<file path="src/rtl/pong_ball.sv">
// Pong ball engine: serve sequencing, per-frame ball motion, wall and paddle
// bounces, miss detection and score/hit pulses. All outputs are registered.
module pong_ball #(
  parameter int unsigned SCREEN_W    = 640,
  parameter int unsigned SCREEN_H    = 480,
  parameter int unsigned BALL_SIZE   = 8,
  parameter int unsigned PADDLE_W    = 8,
  parameter int unsigned PADDLE_H    = 64,
  parameter int unsigned SPEED_X     = 2,
  parameter int unsigned SPEED_Y     = 1,
  parameter int unsigned SERVE_DELAY = 60
) (
  input  logic        clk,
  input  logic        reset,
  input  logic        frame_tick,
  input  logic        serve,
  input  logic [9:0]  player_paddle_x,
  input  logic [9:0]  player_paddle_y,
  input  logic [9:0]  ai_paddle_x,
  input  logic [9:0]  ai_paddle_y,
  output logic [19:0] ball_state,
  output logic        ball_active,
  output logic        hit_pulse,
  output logic        player_score_pulse,
  output logic        ai_score_pulse
);

  localparam int unsigned CntW = (SERVE_DELAY > 1) ? $clog2(SERVE_DELAY) : 1;

  localparam logic [9:0]      CenterX  = 10'((SCREEN_W - BALL_SIZE) / 2);
  localparam logic [9:0]      CenterY  = 10'((SCREEN_H - BALL_SIZE) / 2);
  localparam logic [10:0]     BottomY  = 11'(SCREEN_H - BALL_SIZE);
  localparam logic [10:0]     ScreenW  = 11'(SCREEN_W);
  localparam logic [10:0]     BallSz   = 11'(BALL_SIZE);
  localparam logic [10:0]     PadW     = 11'(PADDLE_W);
  localparam logic [10:0]     PadH     = 11'(PADDLE_H);
  localparam logic [10:0]     SpdX     = 11'(SPEED_X);
  localparam logic [10:0]     SpdY     = 11'(SPEED_Y);
  localparam logic [CntW-1:0] CntLast  = CntW'(SERVE_DELAY - 1);

  typedef enum logic [1:0] {
    StIdle,
    StServeWait,
    StMove,
    StScored
  } state_e;

  state_e          state_q, state_d;
  logic [9:0]      x_q, x_d;
  logic [9:0]      y_q, y_d;
  logic            dir_right_q, dir_right_d;
  logic            dir_down_q, dir_down_d;
  logic [CntW-1:0] cnt_q, cnt_d;
  logic            hit_q, hit_d;
  logic            pscore_q, pscore_d;
  logic            ascore_q, ascore_d;

  // 11-bit working copies so sums never wrap.
  logic [10:0] bx, by, px, py, ax, ay;
  assign bx = {1'b0, x_q};
  assign by = {1'b0, y_q};
  assign px = {1'b0, player_paddle_x};
  assign py = {1'b0, player_paddle_y};
  assign ax = {1'b0, ai_paddle_x};
  assign ay = {1'b0, ai_paddle_y};

  logic player_overlap, ai_overlap, left_hit, right_hit;

  assign player_overlap = (by + BallSz > py) && (by < py + PadH);
  assign ai_overlap     = (by + BallSz > ay) && (by < ay + PadH);

  // Face hits catch the ball anywhere within one step of the face.
  assign left_hit  = !dir_right_q && (bx >= px + PadW) && (bx <= px + PadW + SpdX)
                     && player_overlap;
  assign right_hit = dir_right_q && (bx + BallSz <= ax) && (bx + BallSz + SpdX >= ax)
                     && ai_overlap;

  logic [10:0] mv_x, mv_y;
  logic        mv_dir_right, mv_dir_down;
  logic        mv_hit, mv_ai_score, mv_player_score;

  // Clamp an 11-bit coordinate back into the 10-bit register range.
  function automatic logic [9:0] clamp10(input logic [10:0] v);
    return v[10] ? 10'h3FF : v[9:0];
  endfunction

  // Vertical step: walls reflect and pin the ball to the edge.
  always_comb begin
    mv_y        = by;
    mv_dir_down = dir_down_q;
    if (dir_down_q) begin
      if (by + SpdY >= BottomY) begin
        mv_y        = BottomY;
        mv_dir_down = 1'b0;
      end else begin
        mv_y = by + SpdY;
      end
    end else begin
      if (by < SpdY) begin
        mv_y        = '0;
        mv_dir_down = 1'b1;
      end else begin
        mv_y = by - SpdY;
      end
    end
  end

  // Horizontal step: paddle hits take priority over misses.
  always_comb begin
    mv_x            = bx;
    mv_dir_right    = dir_right_q;
    mv_hit          = 1'b0;
    mv_ai_score     = 1'b0;
    mv_player_score = 1'b0;
    if (left_hit) begin
      mv_x         = px + PadW;
      mv_dir_right = 1'b1;
      mv_hit       = 1'b1;
    end else if (right_hit) begin
      mv_x         = ax - BallSz;
      mv_dir_right = 1'b0;
      mv_hit       = 1'b1;
    end else if (!dir_right_q && (bx <= SpdX)) begin
      mv_ai_score = 1'b1;
    end else if (dir_right_q && (bx + BallSz + SpdX >= ScreenW)) begin
      mv_player_score = 1'b1;
    end else if (dir_right_q) begin
      mv_x = bx + SpdX;
    end else begin
      mv_x = bx - SpdX;
    end
  end

  // Next-state logic for the serve/play sequence and ball registers.
  always_comb begin
    state_d     = state_q;
    x_d         = x_q;
    y_d         = y_q;
    dir_right_d = dir_right_q;
    dir_down_d  = dir_down_q;
    cnt_d       = cnt_q;
    hit_d       = 1'b0;
    pscore_d    = 1'b0;
    ascore_d    = 1'b0;
    unique case (state_q)
      StIdle: begin
        if (serve) begin
          state_d = StServeWait;
          cnt_d   = '0;
        end
      end
      StServeWait: begin
        if (frame_tick) begin
          if (cnt_q == CntLast) begin
            state_d = StMove;
          end else begin
            cnt_d = cnt_q + 1'b1;
          end
        end
      end
      StMove: begin
        if (frame_tick) begin
          x_d         = clamp10(mv_x);
          y_d         = clamp10(mv_y);
          dir_right_d = mv_dir_right;
          dir_down_d  = mv_dir_down;
          hit_d       = mv_hit;
          if (mv_ai_score || mv_player_score) begin
            state_d     = StScored;
            x_d         = CenterX;
            y_d         = CenterY;
            ascore_d    = mv_ai_score;
            pscore_d    = mv_player_score;
            // Re-serve toward whoever conceded.
            dir_right_d = mv_player_score;
          end
        end
      end
      StScored: begin
        if (frame_tick) begin
          state_d = StServeWait;
          cnt_d   = '0;
        end
      end
      default: state_d = StIdle;
    endcase
  end

  // State registers with synchronous active-low reset.
  always_ff @(posedge clk) begin
    if (!reset) begin
      state_q     <= StIdle;
      x_q         <= CenterX;
      y_q         <= CenterY;
      dir_right_q <= 1'b1;
      dir_down_q  <= 1'b1;
      cnt_q       <= '0;
      hit_q       <= 1'b0;
      pscore_q    <= 1'b0;
      ascore_q    <= 1'b0;
    end else begin
      state_q     <= state_d;
      x_q         <= x_d;
      y_q         <= y_d;
      dir_right_q <= dir_right_d;
      dir_down_q  <= dir_down_d;
      cnt_q       <= cnt_d;
      hit_q       <= hit_d;
      pscore_q    <= pscore_d;
      ascore_q    <= ascore_d;
    end
  end

  assign ball_state         = {y_q, x_q};
  assign ball_active        = (state_q == StMove);
  assign hit_pulse          = hit_q;
  assign player_score_pulse = pscore_q;
  assign ai_score_pulse     = ascore_q;

endmodule

</file>
<file path="config.mk">
export PLATFORM = sky130hd
export DESIGN_NAME = pong_ball
export DESIGN_NICKNAME = d
export VERILOG_FILES = /design/src/rtl/pong_ball.sv
export SDC_FILE = /design/constraint.sdc
export NUM_CORES = 1
export LEC_CHECK = 0
export ABC_AREA = 0
export CORE_MARGIN = 2
export CORE_UTILIZATION = 30
export DETAILED_ROUTE_END_ITERATION = 8
export GPL_TIMING_DRIVEN = 0
export PLACE_DENSITY = 0.51
export SLEW_MARGIN = 5
export SYNTH_ARGS = -nofsm -noshare
export SYNTH_HDL_FRONTEND = slang
export SYNTH_SLANG_ARGS = --single-unit
</file>
<file path="constraint.sdc">
create_clock -name clk -period 4.7 [get_ports clk]
set_input_delay 0.47 -clock clk [delete_from_list [all_inputs] [get_ports clk]]
set_output_delay 0.47 -clock clk [all_outputs]
set_load 0.01 [all_outputs]
</file>
=== After elaboration in Yosys (flattened, before gate mapping) ===
Cells that the tools add are included.

* Add/subtract/negate cells: 13
* Shift-type cells: 0
* Order comparisons: 12
* $mul: 0
* Eq/ne operators: 13
* Divide/modulo/power cells: 0
* Bitwise operators: 0
* Reduce and logical (&&, ||, !) cells: 22
* Mux-type cells: 39

{| class="wikitable"
|+ Operator list
! operator !! count
|-
| 11-bit two-way mux || 8
|-
| 10-bit two-way mux || 4
|-
| 10-bit by 4-bit adder with 11-bit output (second input constant) || 3
|-
| 6-bit two-way mux || 4
|-
| 10-bit by 7-bit adder with 11-bit output (second input constant) || 2
|-
| 11-bit by 2-bit adder with 11-bit output (second input constant) || 2
|-
| 11-bit by 10-bit greater-than comparator with 1-bit output || 2
|-
| 10-bit by 11-bit < comparator with 1-bit output || 2
|-
| 6-bit case mux with 3 select lines || 1
|-
| 1-bit two-way mux || 15
|-
| 2-bit two-way mux || 6
|-
| 2-bit != test (second input constant) || 6
|-
| 10-bit by 1-bit adder with 11-bit output (second input constant) || 1
|-
| 10-bit by 2-bit adder with 11-bit output (second input constant) || 1
|-
| 10-bit by 11-bit >= comparator with 1-bit output || 1
|-
| 11-bit by 10-bit >= comparator with 1-bit output || 1
|-
| 11-bit by 10-bit >= comparator with 1-bit output (second input constant) || 1
|-
| 11-bit by 9-bit >= comparator with 1-bit output (second input constant) || 1
|-
| 10-bit by 11-bit <= comparator with 1-bit output || 1
|-
| 11-bit by 10-bit <= comparator with 1-bit output || 1
|-
| 10-bit by 1-bit subtractor with 11-bit output (second input constant) || 1
|-
| 10-bit by 2-bit subtractor with 11-bit output (second input constant) || 1
|-
| 10-bit by 4-bit subtractor with 11-bit output (second input constant) || 1
|-
| 10-bit by 2-bit <= comparator with 1-bit output (second input constant) || 1
|-
| other kinds (18) || 32
|}

* Memories: 0
* Bits in writable memories: 0
* Bits in registers: 33
* Bits of input ports: 44
* Logic and storage cells: 108
* Bits in latches: 0
* ROM bits: 0
* Output and inout port bits: 24

=== Longest topological paths before layout ===
Gate-level depths: netlist of run 1.

* Word-level depth: 12
* Depth in mapped cells: 18
* Mapped depth without buffers: 16

=== Least setup slack after synthesis of run 1 ===
No wires, ideal clock.

* Path kind: input to register
* From: in player_paddle_x[3]
* To: reg x_q[4]
* Stages on the path: 15
* Setup time: 0.122 ns
* Setup slack: 1.057 ns
* Data arrival time: 3.521 ns
* Buffers on the path: 0
* Required time: 4.578 ns
* Path through: ha_1 xnor2_1 nor3_1 and3_1 xor2_1 ha_1 a21o_1 a211oi_1 o221ai_1 nand3_1 a21oi_1 nor3_1 o32a_1 nand2_4 o32a_1

* Cells in the longest elaborated chain, start to end: 9
* Elaborated cells on any way between the ends: 16
* Classes of those cells: add/sub: 2; order compare: 2; eq/ne: 2; mux: 5; reduce/logical: 5

{| class="wikitable"
|+ Ends and longest elaborated chain
! item !! RTL line !! source
|-
| start, declared || 17 || <nowiki>input logic [9:0] player_paddle_x,</nowiki>
|-
| 10-bit by 4-bit adder with 11-bit output (*) || 73, 116 ||
|-
| 11-bit by 2-bit adder with 11-bit output / 10-bit by 11-bit >= comparator with 1-bit output (equally long branches) || 73 || <nowiki>assign left_hit = !dir_right_q && (bx >= px + PadW) && (bx <= px + PadW + SpdX)</nowiki>
|-
| 10-bit by 11-bit <= comparator with 1-bit output / 1-bit logical AND (equally long branches) || 73 ||
|-
| 1-bit logical AND || 73 ||
|-
| 1-bit logical AND || 74 || <nowiki>&& player_overlap;</nowiki>
|-
| 1-bit two-way mux || 115 || <nowiki>if (left_hit) begin</nowiki>
|-
| 1-bit logical OR || 168 || <nowiki>if (mv_ai_score || mv_player_score) begin</nowiki>
|-
| 5-bit by 4-bit != test with 1-bit output (no source line) || n/a ||
|-
| 4-bit AND reduction (no source line) || n/a ||
|-
| end signal, assigned || 193 || <nowiki>x_q <= CenterX;</nowiki>
|-
| end, declared || 49 || <nowiki>logic [9:0] x_q, x_d;</nowiki>
|}

Mark *: on every way between the ends. The rest lies on a longest branch, timed or not.
A chain may end at the register's enable or synchronous reset.

=== Worst setup path after layout of run 1 ===
* From: in player_paddle_x[5]
* To: reg x_q[4]

The elaborated chain is that of the path after synthesis.

==> flow_metrics.tcl, run 1 <==
set metrics [dict create \
    gr-usage-all-layers 0.170 \
    ys_warn_count 0 \
    tightest_slew_ps 683 \
    cts_buffers 5 \
    rr_startpoint "x_q[4]$_SDFFE_PN1P_" \
    startpoint_type "primary input" \
    seq_power_share 0.296 \
    required_ps 4850 \
    routed_wl_um 15400 \
    timing.slew.headroom 0.541 \
    place.gp.congestion 0.845 \
    first_pass_iters 4 \
    utilization 0.372 \
    switching_share 0.353 \
    vdd_drop_max_v 0.0000949 \
    dieArea_um2 17900 \
    dr_total_vias 5095 \
    first_iter_violations 213 \
    internal_power_mw 0.692 \
    syn_nets 791 \
    viasPerCell 5.39 \
    cts_tree "built" \
    hold_buffers 0 \
    finClkSkew_ps 2.77 \
    cts_resized 2 \
    area_growth_pct 21.9 \
    clockPowerShare 0.277 \
    post_cts_buffers 0 \
    synth_cell_type_count 79 \
    synth-main-ff-cell "dfxtp_1" \
    antenna_cells 0 \
    arrival_ps 4600 \
    synth_area_um2 5050 \
    layout_min_cycle_time_ps 4450 \
    ant_nets 0 \
    avgSynthCellArea_um2 7.74 \
    reg2reg_to "x_q[4]$_SDFFE_PN1P_" \
    rsz0062_at_grt "false" \
    dp_hpwl_um 12800 \
    wl_per_cell_um 16.3 \
    finalHoldViolations 0 \
    p_leak_nw 2.58 \
    clk_pin_slew_ps 50 \
    grt_max_degree 13 \
    start_util 0.305 \
    overflow 0 \
    clkLatencyLatePin_ps 270 \
    grt_pass1_vias 4998 \
    p_switching_mw 0.378 \
    clockRootBuffer "clkbuf_16" \
    final_common_cell "ha_1" \
    antenna_found_initial 0 \
    die_y_um 134 \
    grt_pass1_wl_um 25000 \
    h-tree-depth 2 \
    nets 865 \
    fillers 1720 \
    clockBufferDepth 2 \
    power_mw 1.07 \
    powerDensity_nw_per_um2 174 \
    die_w_um 134 \
    postSynthCellCount 652 \
    ys_seq_area_frac 0.131 \
    setup_ws_ps 249 \
    final_cell_mix "ha_1 (95), clkdlybuf4s50_1 (66), inv_1 (54)" \
    p_comb_frac 0.427 \
    place_ws_ps -344 \
    max_freq_mhz 225 \
    rows 47 \
    cap_viol_max_count 0 \
    async_flop_share 0 \
    worstRegToRegCells 16 \
    synth_enable_flop_cells 0 \
    fp.coreArea_um2 16500 \
    drc 0 \
    setup_violations 0 \
    critPathLaunch "player_paddle_x[5]" \
    r2r_slack_ps 490 \
    crit_fanout 5 \
    drive_gt1_frac 0.0593 \
    cts_num_sinks 33 \
    io_pins 68 \
    endpoint_kind "flop" \
    crit_path_end "x_q[4]$_SDFFE_PN1P_" \
    ys_ff_latch 33 \
    outcome "complete, no violations" \
    whs_ps 508 \
    min_period_over_period 0.947 \
    crit_type "primary input to flop" \
    drv_slew 0 \
    worstHoldPathType "flop to flop" \
    port_buffers 67 \
]
[logic make-up after synthesis]
kind of cell / synth area share
compound gates: 0.227
xor+xnor: 0.0932
fa+ha+maj: 0.236
buf+inv: 0.0669
flops: 0.131
mux: 0.00793
simple gates: 0.238
[how the worst min path moves through the flow]
stage	slack, ps	cells past startpoint	from	end
after floorplan	460	2	cnt_q[5]$_SDFFE_PN0P_	cnt_q[5]$_SDFFE_PN0P_
after global placement	470	2	cnt_q[5]$_SDFFE_PN0P_	cnt_q[5]$_SDFFE_PN0P_
after detailed placement	500	2	cnt_q[5]$_SDFFE_PN0P_	cnt_q[5]$_SDFFE_PN0P_
after CTS	510	2	cnt_q[5]$_SDFFE_PN0P_	cnt_q[5]$_SDFFE_PN0P_
after global routing	530	2	cnt_q[5]$_SDFFE_PN0P_	cnt_q[5]$_SDFFE_PN0P_
final	510	2	state_q[1]$_SDFFE_PN0P_	state_q[1]$_SDFFE_PN0P_
[registers in the layout, summed over array words and instances, names as in the netlist]
name                count
cnt_q                   6
ai_score_pulse          1
dir_right_q             1
x_q                    10
hit_pulse               1
player_score_pulse      1
y_q                    10
dir_down_q              1
state_q                 2
[Yosys cell counts (all sizes together) (6+ instances only)]
| cell | number | area (µm²) |
|---|---|---|
| buf | 11 | 75.1 |
| ha | 95 | 1190 |
| a21o | 6 | 45.0 |
| nor2 | 30 | 113 |
| xor2 | 18 | 165 |
| and2 | 6 | 37.5 |
| and3 | 11 | 70.1 |
| nand2 | 49 | 196 |
| o21a | 8 | 60.1 |
| a21oi | 40 | 200 |
| a2bb2oi | 6 | 52.6 |
| xnor2 | 34 | 305 |
| or4 | 11 | 90.1 |
| o21ai | 40 | 200 |
| nor2b | 6 | 37.5 |
| inv | 56 | 210 |
| nand3 | 32 | 170 |
| nor3 | 27 | 151 |
| a211oi | 8 | 60.1 |
| nand4 | 10 | 62.6 |
| nand2b | 8 | 50.1 |
| clkbuf | 14 | 52.6 |
| dfxtp | 33 | 661 |
| a22oi | 6 | 45.0 |
| or3 | 12 | 75.1 |
[power groups by stage]
stage / clock [mW] / combinational [mW] / sequential [mW]
floorplan: 0 / 0.301 / 0.318
global placement: 0 / 0.438 / 0.322
detailed placement: 0 / 0.449 / 0.323
CTS: 0.304 / 0.452 / 0.317
global route: 0.317 / 0.511 / 0.319
finish: 0.296 / 0.457 / 0.317
[metal layers]
layer | part of all wire | GRT usage
met3 | 0.038 | 0.0186
met5 | 0 | 0
met4 | 0.030 | 0.0650
met1 | 0.48 | 0.231
met2 | 0.45 | 0.277
[critical path: stages]
cell	delay, ps
clkdlybuf4s50_1	590
nand3_1	160
xnor2_2	280
inv_1	100
or3_1	420
nor3_1	260
xor2_1	110
ha_1	330
nand3_1	110
nor4_1	300
a21oi_1	80
nand3_1	100
a21oi_1	70
or3_1	440
a31oi_4	330
nand2_4	100
o32a_1	360
[layout make-up]
type                            count  area, µm²  area share
Clock inverter                      1       5.00    0.000813
Inverter                           56        210      0.0342
Sequential cell                    33        661       0.107
Clock buffer                        5        125      0.0203
Tap cell                          220        275      0.0447
Timing Repair Buffer               67        673       0.109
Multi-Input combinational cell    538       4070       0.662
Buffer                             25        130      0.0211
[through the flow]
stage	cell area [µm²]	TNS, ps	cells
floorplan	5050	0	652
global placement	5990	-2560	939
detailed placement	5990	-3010	939
CTS	6130	0	945
global route	6150	0	945
finish	6150	0	945
(Power assumes the default switching activity.)
==> run 2, diff against run 1 <==
Settings changed: RECOVER_POWER set to 25.
==> flow_metrics.tcl, run 2 (synthesized netlist as in run 1, its figures left out) <==
set metrics [dict create \
    r2r_slack_ps 500 \
    cts_buffers 5 \
    p_leak_nw 2.59 \
    final_cell_mix "ha_1 (95), clkdlybuf4s50_1 (55), inv_1 (54)" \
    grt_pass1_vias 4998 \
    finalHoldViolations 0 \
    powerDensity_nw_per_um2 174 \
    multi_input_area_um2 4070 \
    crit_type "primary input to flop" \
    h-tree-depth 2 \
    vdd_drop_max_v 0.0000952 \
    nets 865 \
    dp_hpwl_um 12800 \
    biggestRegsByFlops "x_q (10), y_q (10), cnt_q (6)" \
    layout_min_cycle_time_ps 4450 \
    rsz0062_at_grt "false" \
    whs_ps 508 \
    viasPerCell 5.40 \
    clockRootBuffer "clkbuf_16" \
    required_ps 4850 \
    crit_fanout 5 \
    regArea_um2 661 \
    ant_nets 0 \
    drv_slew 0 \
    critPathLaunch "player_paddle_x[5]" \
    io_pins 68 \
    place.gp.congestion 0.845 \
    min_period_over_period 0.946 \
    max_freq_mhz 225 \
    drive_gt1_frac 0.0593 \
    clockBufferDepth 2 \
    hold_path_startpoint "state_q[1]$_SDFFE_PN0P_" \
    die_w_um 134 \
    gr-usage-all-layers 0.170 \
    first_pass_iters 5 \
    fp.coreArea_um2 16500 \
    dr_total_vias 5100 \
    final_common_cell "ha_1" \
    grt_pass1_wl_um 25000 \
    antenna_cells 0 \
    worstRegToRegCells 16 \
    endpoint_kind "flop" \
    cts_num_sinks 33 \
    clk_pin_slew_ps 50 \
    area_growth_pct 21.9 \
    timing.slew.headroom 0.525 \
    finClkSkew_ps 2.77 \
    die_y_um 134 \
    drc 0 \
    outcome "complete, no violations" \
    rows 47 \
    rr_startpoint "x_q[4]$_SDFFE_PN1P_" \
    fillers 1720 \
    crit_path_end "x_q[4]$_SDFFE_PN1P_" \
    place_ws_ps -344 \
    first_iter_violations 216 \
    grt_max_degree 13 \
    clkLatencyLatePin_ps 270 \
    startpoint_type "primary input" \
    overflow 0 \
    wl_per_cell_um 16.3 \
    setup_violations 0 \
    reg2reg_to "x_q[4]$_SDFFE_PN1P_" \
    tightest_slew_ps 707 \
    port_buffers 67 \
    worstHoldPathType "flop to flop" \
    post_cts_buffers 0 \
    cts_tree "built" \
    arrival_ps 4600 \
    routed_wl_um 15400 \
    start_util 0.305 \
    setup_ws_ps 252 \
    cap_viol_max_count 0 \
    hold_buffers 0 \
    antenna_found_initial 0 \
    dieArea_um2 17900 \
]
==> run 2: cell count changes in the layout (fill, tap and decap cells not counted), sizes merged <==
cell           change
clkdlybuf4s50     -11
dlygate4sd3       +11
==> run 2: worst min path at each step <==
stage	endpoint	depth (start not counted)	slack (ps)
floorplan	cnt_q[5]$_SDFFE_PN0P_	2	460
global placement	cnt_q[5]$_SDFFE_PN0P_	2	470
detailed placement	cnt_q[5]$_SDFFE_PN0P_	2	500
CTS	cnt_q[5]$_SDFFE_PN0P_	2	510
global route	cnt_q[5]$_SDFFE_PN0P_	2	530
finish	state_q[1]$_SDFFE_PN0P_	2	510
==> run 2: final cells by class <==
type,count,area share
Multi-Input combinational cell,538,0.662
Buffer,25,0.0211
Inverter,56,0.0342
Sequential cell,33,0.107
Tap cell,220,0.0447
Timing Repair Buffer,67,0.109
Clock inverter,1,0.000813
Clock buffer,5,0.0203
==> run 2: worst max-delay path: stages <==
cell             delay [ps]
clkdlybuf4s50_1         590
nand3_1                 160
xnor2_2                 280
inv_1                   100
or3_1                   420
nor3_1                  260
xor2_1                  110
ha_1                    330
nand3_1                 110
nor4_1                  300
a21oi_1                  80
nand3_1                 100
a21oi_1                  70
or3_1                   440
a31oi_4                 320
nand2_4                 100
o32a_1                  360
==> run 2: where the power goes <==
group / total [mW] / switching, mW / internal (mW) / leakage [nW]
Sequential: 0.317 / 0.0220 / 0.295 / 0.267
Combinational: 0.456 / 0.249 / 0.208 / 2.26
Clock: 0.296 / 0.107 / 0.189 / 0.0655
Total: 1.07 / 0.378 / 0.691 / 2.59
==> run 2: timing repair <==
action	CTS	global route
cloned	0	0
gates resized for setup	2	6
endpoints found under the setup margin	6	14
==> run 2: metal layers <==
metal  global-route usage  wire length [µm]
met5                    0                 0
met4               0.0650               451
met2                0.277              6940
met3               0.0186               624
met1                0.231              7390
==> run 2: through the flow <==
stage	util	total power [mW]	cell area (µm²)	instances	TNS, ps
after floorplan	-	0.619	5050	652	0
after global placement	0.363	0.760	5990	939	-2560
after detailed placement	0.363	0.771	5990	939	-3010
after CTS	0.371	1.07	6130	945	0
after global routing	0.372	1.15	6150	945	0
final	0.372	1.07	6150	945	0
